==> src/rtl/pipe_stage_reg.sv <==
// pipe_stage_reg: width-parametrised pipeline stage register with a
// valid/ready handshake, synchronous flush and NOP bubble insertion.
// Define PIPE_STAGE_SKID_EN to add a one-entry skid register. This makes
// up_ready purely registered and gives the stage a capacity of two words.
// Without the macro the stage holds one word and up_ready is combinational.
module pipe_stage_reg #(
  parameter int            DW      = 32,
  parameter logic [DW-1:0] NOP_VAL = '0
) (
  input  logic          clk,
  input  logic          rst,
  input  logic          flush,
  input  logic          up_valid,
  output logic          up_ready,
  input  logic [DW-1:0] up_data,
  output logic          dn_valid,
  input  logic          dn_ready,
  output logic [DW-1:0] dn_data
);

  logic          dn_valid_reg, dn_valid_next;
  logic [DW-1:0] dn_data_reg, dn_data_next;
  logic          up_xfer;
  // The main register can take a new word: it is empty, or its word leaves now.
  logic          main_free;

  assign up_xfer   = up_valid & up_ready;
  assign main_free = !dn_valid_reg | dn_ready;
  assign dn_valid  = dn_valid_reg;
  assign dn_data   = dn_data_reg;

`ifdef PIPE_STAGE_SKID_EN

  logic          skid_valid_reg, skid_valid_next;
  logic [DW-1:0] skid_data_reg, skid_data_next;

  // Registered ready: accept whenever the skid slot is free.
  assign up_ready = !skid_valid_reg;

  // Next-state for the main and skid entries. Flush overrides everything.
  always_comb begin
    dn_valid_next   = dn_valid_reg;
    dn_data_next    = dn_data_reg;
    skid_valid_next = skid_valid_reg;
    skid_data_next  = skid_data_reg;
    if (flush) begin
      dn_valid_next   = 1'b0;
      dn_data_next    = NOP_VAL;
      skid_valid_next = 1'b0;
    end else if (main_free) begin
      if (skid_valid_reg) begin
        // The skid word is older than anything upstream, so it goes first.
        // up_ready is low here, so no new word can arrive this cycle.
        dn_valid_next   = 1'b1;
        dn_data_next    = skid_data_reg;
        skid_valid_next = 1'b0;
      end else if (up_xfer) begin
        dn_valid_next = 1'b1;
        dn_data_next  = up_data;
      end else begin
        dn_valid_next = 1'b0;
        dn_data_next  = NOP_VAL;
      end
    end else if (up_xfer) begin
      // Main is stalled: park the incoming word in the skid entry.
      skid_valid_next = 1'b1;
      skid_data_next  = up_data;
    end
  end

  // State registers with synchronous reset.
  always_ff @(posedge clk) begin
    if (rst) begin
      dn_valid_reg   <= 1'b0;
      dn_data_reg    <= NOP_VAL;
      skid_valid_reg <= 1'b0;
      skid_data_reg  <= NOP_VAL;
    end else begin
      dn_valid_reg   <= dn_valid_next;
      dn_data_reg    <= dn_data_next;
      skid_valid_reg <= skid_valid_next;
      skid_data_reg  <= skid_data_next;
    end
  end

`else

  // Combinational ready: accept when the held word is absent or leaving.
  assign up_ready = main_free;

  // Next-state for the single entry. Flush overrides everything.
  always_comb begin
    dn_valid_next = dn_valid_reg;
    dn_data_next  = dn_data_reg;
    if (flush) begin
      dn_valid_next = 1'b0;
      dn_data_next  = NOP_VAL;
    end else if (main_free) begin
      if (up_xfer) begin
        dn_valid_next = 1'b1;
        dn_data_next  = up_data;
      end else begin
        dn_valid_next = 1'b0;
        dn_data_next  = NOP_VAL;
      end
    end
  end

  // State registers with synchronous reset.
  always_ff @(posedge clk) begin
    if (rst) begin
      dn_valid_reg <= 1'b0;
      dn_data_reg  <= NOP_VAL;
    end else begin
      dn_valid_reg <= dn_valid_next;
      dn_data_reg  <= dn_data_next;
    end
  end

`endif

endmodule

==> config.mk <==
export PLATFORM = sky130hd
export DESIGN_NAME = pipe_stage_reg
export DESIGN_NICKNAME = d
export VERILOG_FILES = /design/src/rtl/pipe_stage_reg.sv
export SDC_FILE = /design/constraint.sdc
export NUM_CORES = 1
export LEC_CHECK = 0
export ABC_AREA = 1
export ABC_CLOCK_PERIOD_IN_PS = 1200
export CAP_MARGIN = 25
export CORE_MARGIN = 3
export CORE_UTILIZATION = 25
export CTS_BUF_LIST = sky130_fd_sc_hd__clkbuf_16
export DETAILED_ROUTE_END_ITERATION = 6
export GPL_TIMING_DRIVEN = 0
export MAX_ROUTING_LAYER = met4
export PLACE_DENSITY = 0.56
export SYNTH_ARGS = -nofsm -noshare
export SYNTH_HDL_FRONTEND = slang
export SYNTH_SLANG_ARGS = --single-unit
==> constraint.sdc <==
create_clock -name clk -period 1.2 [get_ports clk]
set_input_delay 0.24 -clock clk [delete_from_list [all_inputs] [get_ports clk]]
set_output_delay 0.24 -clock clk [all_outputs]
set_load 0.01 [all_outputs]
-- After elaboration in Yosys (flattened, before gate mapping)
Cells that the tools add are included.
- reductions and logical operators: 2
- multiplexer cells: 2
- bitwise operators: 2
- operators with widths (operator ; number):
    two-way mux 32 bit ; 1
    OR reduction 2 bit ; 1
    bitwise AND 1 bit ; 1
    logical NOT 1 bit ; 1
    two-way mux 1 bit ; 1
    OR 1 bit ; 1
- register bits: 33
- output and inout port bits: 34

-- Logic depth before layout (Yosys ltp)
Gate-level depths: netlist of the first run.
- word-level depth: 4
- gate-level depth with buffers: 5
- gate-level depth less buffers: 4

-- Worst setup path before layout of the first run
No wires, ideal clock.
- kind: register to register
- from: reg dn_valid_reg, in the netlist dn_valid
- to: reg dn_data_reg[0], in the netlist dn_data[0]
- clock period less this slack: 1008 ps
- stages on the path, launching flop included: 6
- arrival: 942 ps
- path buffers: 1
- data required time: 1134 ps
- slack: 192 ps
- cells stage by stage: dfxtp_1 inv_2 nor2_4 buf_2 nand2_1 a21oi_2
- cells in the longest elaborated chain, start to end: 4
- ends and longest elaborated chain (element ; line ; text):
    start, declared ; 21 ; logic dn_valid_reg, dn_valid_next;
    start signal, assigned ; 115 ; dn_valid_reg <= dn_valid_next;
    logical NOT 1 bit * ; 28 ; assign main_free = !dn_valid_reg | dn_ready;
    OR 1 bit * ; 28 ;
    bitwise AND 1 bit ; 27 ; assign up_xfer = up_valid & up_ready;
    two-way mux 32 bit ; 99 ; if (up_xfer) begin
    end signal, assigned ; 116 ; dn_data_reg <= dn_data_next;
    end, declared ; 22 ; logic [DW-1:0] dn_data_reg, dn_data_next;
Mark *: on every way between the ends. The rest lies on a longest branch, timed or not.
A chain may end at the register's enable or synchronous reset.

-- Worst setup path after layout of the first run
- from: reg dn_valid_reg, in the netlist dn_valid
- to: out up_ready
- cells in the longest elaborated chain, start to end: 2
- ends and longest elaborated chain (element ; line ; text):
    logical NOT 1 bit ; 28 ;
    OR 1 bit ; 28 ;
    end, declared ; 14 ; output logic up_ready,
Every way passes these cells.

==> impl_results.md, run 1 <==
* Status: complete, no violations
* Reg-to-Reg End: dn_data[3]
* Crit-path max FO at 7
* FMAX at 0.857 GHz
* Reg clk slew, reported paths at 0.05 ns
* Port buffer count at 69
* Pins Over Slew Limit at 0
* DRT Pass-1 Iters at 4
* Final setup fails at 0
* Worst hold path type: in -> reg
* Cell area power density at 1220 mW/mm^2
* CTS tree: done
* Die Span X at 75.9 um
* Routability cong. at 0.685
* DIE AREA at 0.00576 mm^2
* Crit path arrival time at 0.93 ns
* Max Buffers Root-to-Sink at 2
* Diodes inserted at 0
* Clock Skew at 0.00493 ns
* DRT Wirelength at 3450 um
* Cells on worst reg2reg path at 5
* Post-route ant nets at 0
* 1st-iter DRT viols at 57
* Synth warn at 0
* Row count at 24
* H-tree depth at 2
* Antenna violations before repair at 0
* Vias in the first global route at 1208
* Cts hold-fix bufs at 0
* I/O pins at 71
* Vias per cell at 4.25
* First-pass GRT wire length at 5570 um
* Final hold vios at 0
* Chip Height at 75.9 um
* RSZ-0062 raised after global routing: yes
* Final hold slack at 0.305 ns
* Final worst path period share at 97.2%
* Syn Std Cell Area at 0.00122 mm^2
* Clk sinks at 33
* Core Box Area at 0.00453 mm^2
* Unique masters post-synth at 14
* Worst Hold Depth at 3
* Dpl hpwl at 2460 um
* Req. time, crit path at 0.96 ns
* Total track usage at 13.3%
* Number of CTS-inserted buffers at 5
* Final-stage net count at 267
* Clk Latency, worst-skew pair at 0.27 ns
* FF+latch count, synth at 33
* Synth Instances at 150
* Area Growth Syn to Fin at 74.9%
* Clk root buf: clkbuf_16
* Largest net degree at the start of global routing at 11
* CP startpoint kind: flop
* LEAKAGE at 0.000941 uW
* Share of layout cells above drive strength 1 at 13.4%
* Crit Path Class: reg -> out
* Synthesized Nets at 187
* Final Critical Period at 1.17 ns
* Synthesized area per cell at 8.14 um^2
* Max_cap viols at 0
* Register area share after synthesis at 54.1%
* Drc violations at 0
* Worst Setup End Kind: output port
* Wire per inst at 11.7 um
* Initial Util at 26.9%
* Relative slew slack at 85.6%
* Worst IR Drop VDD at 0.888 mV
* Max reg flops at 32
* FF-to-FF setup slack at 0.14 ns
* Worst-Margin Slew at 0.216 ns
* HP Start: up_valid
* Hold Path Sink: dn_data[26]
* Final setup TNS at 0 ns
* Gr ovfl total at 0
* Reg2reg start: dn_valid
* Via count at 1259
[metrics by stage]
step	total power [uW]	cell area [um^2]	utilization, %	worst slack, ns	instances
after CTS	2630	2100	46.3	0.00480	293
after floorplan	1280	1220	-	0.192	150
after global routing	2720	2140	47.1	-0.0191	296
after detailed placement	1490	1990	44.0	-0.718	284
after global placement	1490	1990	44.0	-0.728	284
final	2600	2140	47.1	0.0337	296
[metal layers]
layer | track usage (%) | share of wire (%) | wire length [um] | vias up
met2 | 19.5 | 42 | 1440 | 55
met3 | 5.41 | 8.7 | 301 | 7
met1 | 16.8 | 48 | 1670 | 535
met4 | 4.08 | 1.1 | 38 | 0
met5 | - | 0 | 0 | -
li1 | - | - | - | 662
[kinds of logic after synthesis]
logic type,synth area share (%)
AO/OA/AOI/OAI,13.7
flip-flops,54.1
AND/OR/NAND/NOR,25.5
buffers and inverters,6.66
[worst max-delay path, cell delays in order, from the launching register on]
cell and delay (ns):
dfxtp_2 0.35, nand2_2 0.07, buf_6 0.13, buf_6 0.11
[report_power, final]
group,internal (uW),switching [uW],total (uW)
combinational,180,127,307
clock,743,405,1150
sequential,1130,14.3,1140
total,2050,546,2600
[worst max path at each step]
stage	start	to	slack, ns	depth (start not counted)
after CTS	dn_valid	up_ready	0.005	3
after global placement	dn_ready	up_ready	-0.73	5
after detailed placement	dn_ready	up_ready	-0.72	5
final	dn_valid	up_ready	0.03	3
after global routing	rst	dn_data[25]	-0.02	5
after floorplan	dn_valid	dn_data[0]	0.19	5
[layout by cell type (no fill, tap or decap), types with 2 or more instances in the layout]
master / count
nand2_1: 32
nand3_1: 32
dfxtp_1: 32
buf_4: 6
inv_1: 4
dlygate4sd2_1: 34
a21oi_2: 4
buf_6: 2
clkbuf_16: 5
a21oi_1: 28
buf_2: 9
clkdlybuf4s50_1: 34
nor2_1: 2
[repair_timing]
item | in CTS | in global routing
buffers inserted | 1 | 3
resized for setup | 41 | 5
gates cloned | 0 | 0
pin swaps | 0 | 1
setup endpoints to repair | 44 | 15
[cells in the mapped netlist, drive strengths merged]
cell / instances / area share (%)
clkbuf: 1 / 0.31
inv: 2 / 0.61
dfxtp: 33 / 54
or2: 1 / 0.51
a21oi: 32 / 14
nand2: 33 / 10
nand3: 32 / 13
buf: 13 / 5.7
nor2: 3 / 1.5
[final cells by class]
class	count	area, um^2
Buffer	14	82.6
Multi-Input combinational cell	101	487
Fill cell	490	2400
Sequential cell	33	662
Inverter	2	7.51
Tap cell	65	81.3
Clock inverter	3	11.3
Clock buffer	5	125
Timing Repair Buffer	73	679
(Power assumes the default switching activity.)
==> run 2: changes to the inputs <==
- DONT_BUFFER_PORTS: unset -> 1
- PLACE_DENSITY: 0.56 -> 0.37
- SLEW_MARGIN: unset -> 30
==> run 2 against run 1 <==
Net effect:
- hold slack lost 0.18 ns
- sequential share of layout area up 14 points
- clock power hardly changed
- count of clock-buffer cells in the layout is the same
==> impl_results.md, run 2 (synthesis gave the netlist of run 1 again) <==
* Fillers at 490 (unchanged)
* Clock Skew at 0.00345 ns (was 0.00493 ns)
* Clk Latency, worst-skew pair at 0.27 ns (about the same)
* Row count at 24 (unchanged)
* CP startpoint kind: flop (unchanged)
* Post-CTS setup buffers at 0 (was 1)
* Die Span X at 75.9 um (unchanged)
* Total track usage at 12.7% (was 13.3%)
* LEAKAGE at 0.000524 uW (was 0.000941 uW)
* Status: complete, no violations (unchanged)
* Vias per cell at 4.90 (was 4.25)
* Design area at 0.00146 mm^2 (was 0.00214 mm^2)
* Final worst path period share at 94.3% (was 97.2%)
* Port buffer count at 0 (was 69)
* CP Buf/Inv Count at 1 (was 2)
* Slowest cell on the critical path: dfxtp_4 (was dfxtp_2)
* CP endpoint: up_ready (unchanged)
* FMAX at 0.884 GHz (was 0.857 GHz)
* Sequential Area at 664 um^2 (was 662 um^2)
* Cell area power density at 1690 mW/mm^2 (was 1220 mW/mm^2)
* First-pass GRT wire length at 5220 um (was 5570 um)
* Dpl hpwl at 2420 um (was 2460 um)
* Worst IR Drop VDD at 0.550 mV (was 0.888 mV)
* Share of layout cells above drive strength 1 at 15.2% (was 13.4%)
* Multi-input gate area at 484 um^2 (was 487 um^2)
* Via count at 1093 (was 1259)
* Commonest cells after routing, fill and taps aside: 32 x nand3_1, 32 x nand2_1, 32 x dfxtp_1 (was 34 x dlygate4sd2_1, 34 x clkdlybuf4s50_1, 32 x nand3_1, 32 x nand2_1, 32 x dfxtp_1)
* Crit Path Class: reg -> out (unchanged)
* Reg clk slew, reported paths at 0.05 ns (about the same)
* Worst Setup End Kind: output port (unchanged)
* Worst hold path type: in -> reg (unchanged)
* Initial Util at 26.9% (unchanged)
* Largest net degree at the start of global routing at 11 (unchanged)
* Vias in the first global route at 1100 (was 1208)
* Gr ovfl total at 0 (unchanged)
* Diodes inserted at 0 (unchanged)
* Clk sinks at 33 (unchanged)
* Critical-path cell list: nand2_4, buf_8 (was nand2_2, buf_6, buf_6)
* Inst Count DP at 215 (was 284)
* Crit-path max FO at 10 (was 7)
* DIE AREA at 0.00576 mm^2 (unchanged)
* Max Buffers Root-to-Sink at 2 (unchanged)
* Crit path arrival time at 0.89 ns (was 0.93 ns)
* FF-to-FF setup slack at 0.10 ns (was 0.14 ns)
* I/O pins at 71 (unchanged)
* DRT Wirelength at 3300 um (was 3450 um)
* Antenna violations before repair at 0 (unchanged)
* Clk root buf: clkbuf_16 (unchanged)
* Max_cap viols at 0 (unchanged)
* RSZ-0062 raised after global routing: no (was yes)
* Final setup fails at 0 (unchanged)
* Crit path max-delay family: flip-flops (unchanged)
* Post-route ant nets at 0 (unchanged)
* Relative slew slack at 83.7% (was 85.6%)
* Final-stage net count at 194 (was 267)
* Reg2reg start: dn_valid (unchanged)
* Max reg flops at 32 (unchanged)
* Wire per inst at 14.8 um (was 11.7 um)
* Final cell count without fillers at 223 (was 296)
* Area after DPL at 0.00130 mm^2 (was 0.00199 mm^2)
* Core Box Area at 0.00453 mm^2 (unchanged)
* Final setup TNS at 0 ns (unchanged)
* Req. time, crit path at 0.96 ns (about the same)
* Critical path depth at 2 (was 3)
* Drc violations at 0 (unchanged)
* Cells on worst reg2reg path at 5 (unchanged)
* Final hold vios at 0 (unchanged)
* Reg-to-Reg End: dn_data[23] (was dn_data[3])
* Worst-Margin Slew at 0.245 ns (was 0.216 ns)
* Final Critical Period at 1.13 ns (was 1.17 ns)
* Crit path from: dn_valid (unchanged)
* Chip Height at 75.9 um (unchanged)
* Routability cong. at 0.708 (was 0.685)
* Crit-path max cell delay at 0.38 ns (was 0.35 ns)
* Pins Over Slew Limit at 0 (unchanged)
* DRT Pass-1 Iters at 4 (unchanged)
* Area Growth Syn to Fin at 19.8% (was 74.9%)
* 1st-iter DRT viols at 54 (was 57)
* Number of CTS-inserted buffers at 5 (unchanged)
* H-tree depth at 2 (unchanged)
* CTS tree: done (unchanged)
[run 2: cell count changes in the layout (fill, tap and decap cells not counted), sizes merged]
cell	before	now
clkdlybuf4s50	34	0
buf	17	10
clkbuf	7	9
dlygate4sd2	34	0
[run 2: routing by layer]
metal / vias up / track usage, % / share of wire, %
met1: 508 / 14.0 / 39
met4: 0 / 5.83 / 2.1
met3: 7 / 6.07 / 12
met5: - / - / 0
met2: 60 / 19.3 / 46
li1: 518 / - / -
[run 2: layout make-up]
type | instances | share of cell area, %
Clock inverter | 3 | 0.770
Clock buffer | 5 | 8.55
Inverter | 2 | 0.513
Multi-Input combinational cell | 101 | 33.1
Sequential cell | 33 | 45.4
Buffer | 14 | 6.07
Tap cell | 65 | 5.56
[run 2: metrics by stage]
| stage | utilization [%] | power, uW | setup slack, ns | hold slack (ns) |
|---|---|---|---|---|
| floorplan | - | 1280 | 0.192 | 0.399 |
| global placement | 28.7 | 1310 | 0.0181 | 0.402 |
| detailed placement | 28.7 | 1320 | -0.0246 | 0.409 |
| CTS | 31.9 | 2500 | 0.0155 | 0.119 |
| global route | 32.3 | 2580 | 0.00135 | 0.119 |
| finish | 32.3 | 2470 | 0.0684 | 0.123 |
[run 2: how the worst min path moves through the flow]
stage | start | endpoint | slack [ns] | depth (start not counted)
after floorplan | up_data[26] | dn_data[26] | 0.40 | 2
after global placement | up_data[3] | dn_data[3] | 0.40 | 2
after detailed placement | up_data[20] | dn_data[20] | 0.41 | 2
after CTS | up_data[20] | dn_data[20] | 0.12 | 2
after global routing | up_data[20] | dn_data[20] | 0.12 | 2
final | up_data[20] | dn_data[20] | 0.12 | 2
[run 2: what timing repair did]
item,in CTS,in global routing
pin swaps,0,0
hold buffers,0,0
gates resized for setup,3,5
setup endpoints to repair,6,2
[run 2: where the power goes]
part / internal, uW / switching, uW
clock: 744 / 424
combinational: 50.2 / 83.4
sequential: 1130 / 36.6
total: 1920 / 544
==> run 3: changes to the inputs <==
- CORE_UTILIZATION: 25 -> 45
- PLACE_DENSITY: 0.37 -> 0.59
==> run 3 against run 2 <==
Net effect:
- routed wire length fell by 17%
- sequential share of layout area rose by 1.7 points
- global-route usage rose by 4.7 points
==> impl_results.md, run 3 (synthesis gave the netlist of run 1 again) <==
* Status: complete, no violations (unchanged)
* Die Span X at 58.1 um (was 75.9 um)
* Req. time, crit path at 0.96 ns (about the same)
* Final hold vios at 0 (unchanged)
* Clock Skew at 0.00427 ns (was 0.00345 ns)
* Diodes inserted at 0 (unchanged)
* Share of layout cells above drive strength 1 at 17.0% (was 15.2%)
* First-pass GRT wire length at 4310 um (was 5220 um)
* Initial Util at 48.4% (was 26.9%)
* Final Critical Period at 1.16 ns (was 1.13 ns)
* Number of CTS-inserted buffers at 5 (unchanged)
* Via count at 1015 (was 1093)
* Worst-Margin Slew at 0.227 ns (was 0.245 ns)
* Vias per cell at 5.37 (was 4.90)
* H-tree depth at 2 (unchanged)
* FMAX at 0.863 GHz (was 0.884 GHz)
* CTS tree: done (unchanged)
* 1st-iter DRT viols at 59 (was 54)
* DRT Pass-1 Iters at 4 (unchanged)
* Max Buffers Root-to-Sink at 2 (unchanged)
* Row count at 18 (was 24)
* Final worst path period share at 96.5% (was 94.3%)
* Relative slew slack at 84.9% (was 83.7%)
* Wire per inst at 14.4 um (was 14.8 um)
* Final-stage net count at 195 (was 194)
* Reg clk slew, reported paths at 0.05 ns (about the same)
* Post-CTS setup buffers at 0 (unchanged)
* Post-route ant nets at 0 (unchanged)
* Clk Latency, worst-skew pair at 0.27 ns (about the same)
* Antenna violations before repair at 0 (unchanged)
* Inst Count DP at 180 (was 215)
* CP startpoint kind: flop (unchanged)
* Dpl hpwl at 1990 um (was 2420 um)
* Worst IR Drop VDD at 1.44 mV (was 0.550 mV)
* Worst Setup End Kind: output port (unchanged)
* Met2 WL at 1270 um (was 1530 um)
* Port buffer count at 0 (unchanged)
* Final cell count without fillers at 189 (was 223)
* Cell area power density at 1740 mW/mm^2 (was 1690 mW/mm^2)
* Area after DPL at 0.00126 mm^2 (was 0.00130 mm^2)
* Area Growth Syn to Fin at 15.5% (was 19.8%)
* Core Box Area at 0.00252 mm^2 (was 0.00453 mm^2)
* Uppermost routed layer: met4 (unchanged)
* Clk sinks at 33 (unchanged)
* Pins Over Slew Limit at 0 (unchanged)
* Total track usage at 17.4% (was 12.7%)
* Crit-path max FO at 7 (was 10)
* Met3 routed WL at 338 um (was 393 um)
* Gr ovfl total at 0 (unchanged)
* DIE AREA at 0.00338 mm^2 (was 0.00576 mm^2)
* Max reg flops at 32 (unchanged)
* Max_cap viols at 0 (unchanged)
* LEAKAGE at 0.000517 uW (was 0.000524 uW)
* I/O pins at 71 (unchanged)
* Design area at 0.00141 mm^2 (was 0.00146 mm^2)
* Crit Path Class: reg -> out (unchanged)
* Chip Height at 58.1 um (was 75.9 um)
* DRT Wirelength at 2730 um (was 3300 um)
* Clk root buf: clkbuf_16 (unchanged)
* Largest net degree at the start of global routing at 11 (unchanged)
* Drc violations at 0 (unchanged)
* Crit path arrival time at 0.92 ns (was 0.89 ns)
* Routability cong. at 0.657 (was 0.708)
* Commonest cells after routing, fill and taps aside: 32 x nand3_1, 32 x nand2_1, 32 x dfxtp_1 (unchanged)
* Final setup fails at 0 (unchanged)
* Vias in the first global route at 971 (was 1100)
* RSZ-0062 raised after global routing: yes (was no)
* Routed met1 length at 1080 um (was 1300 um)
* Worst hold path type: in -> reg (unchanged)
## run 3: layer usage
| metal | vias to the layer above | track usage (%) |
|---|---|---|
| li1 | 520 | - |
| met4 | 0 | 5.96 |
| met1 | 443 | 19.0 |
| met5 | - | - |
| met2 | 47 | 27.1 |
| met3 | 5 | 9.35 |
## run 3: report_power, final
part	total, uW	internal, uW	switching [uW]
Combinational	126	48.4	77.8
Clock	1160	750	412
Sequential	1160	1130	35.4
## run 3: path summary, 6_finish.rpt
path,from,to,slack [ns],cells after the start
hold / removal,up_data[10],dn_data[10],0.13,2
setup / recovery,dn_valid,up_ready,0.04,2
setup reg to reg,dn_valid,dn_data[12],0.11,5
hold reg to reg,dn_data[1],dn_data[1],0.51,2
## run 3: timing repair
item / in CTS / in global routing
resized for setup: 3 / 0
hold buffers: 0 / 0
endpoints found under the setup margin: 3 / 1
hold endpoints to repair: 0 / 0
gates cloned: 0 / 1
## run 3: final cells by class
cell class	instances	area (um^2)
buffer	14	77.6
clock buffer	5	125
clock inverter	3	13.8
fill	265	1110
inverter	2	7.51
multi-input combinational	101	479
sequential	33	664
tap	30	37.5
timing repair buffer	1	5.00
## run 3: critical path: stages, from the launching register on
cell and delay (ns):
dfxtp_4 0.36, nand2_2 0.14, buf_6 0.14
## run 3: per-stage QoR
stage | hold slack (ns) | worst slack, ns | util, % | power [uW] | setup TNS [ns]
after global routing | 0.126 | -0.00361 | 55.9 | 2560 | -0.00361
after global placement | 0.403 | 0.0554 | 49.9 | 1310 | 0
after CTS | 0.123 | 0.0182 | 55.7 | 2480 | 0
after floorplan | 0.399 | 0.192 | - | 1280 | 0
after detailed placement | 0.408 | 0.00590 | 49.9 | 1310 | 0
final | 0.125 | 0.0414 | 55.9 | 2450 | 0
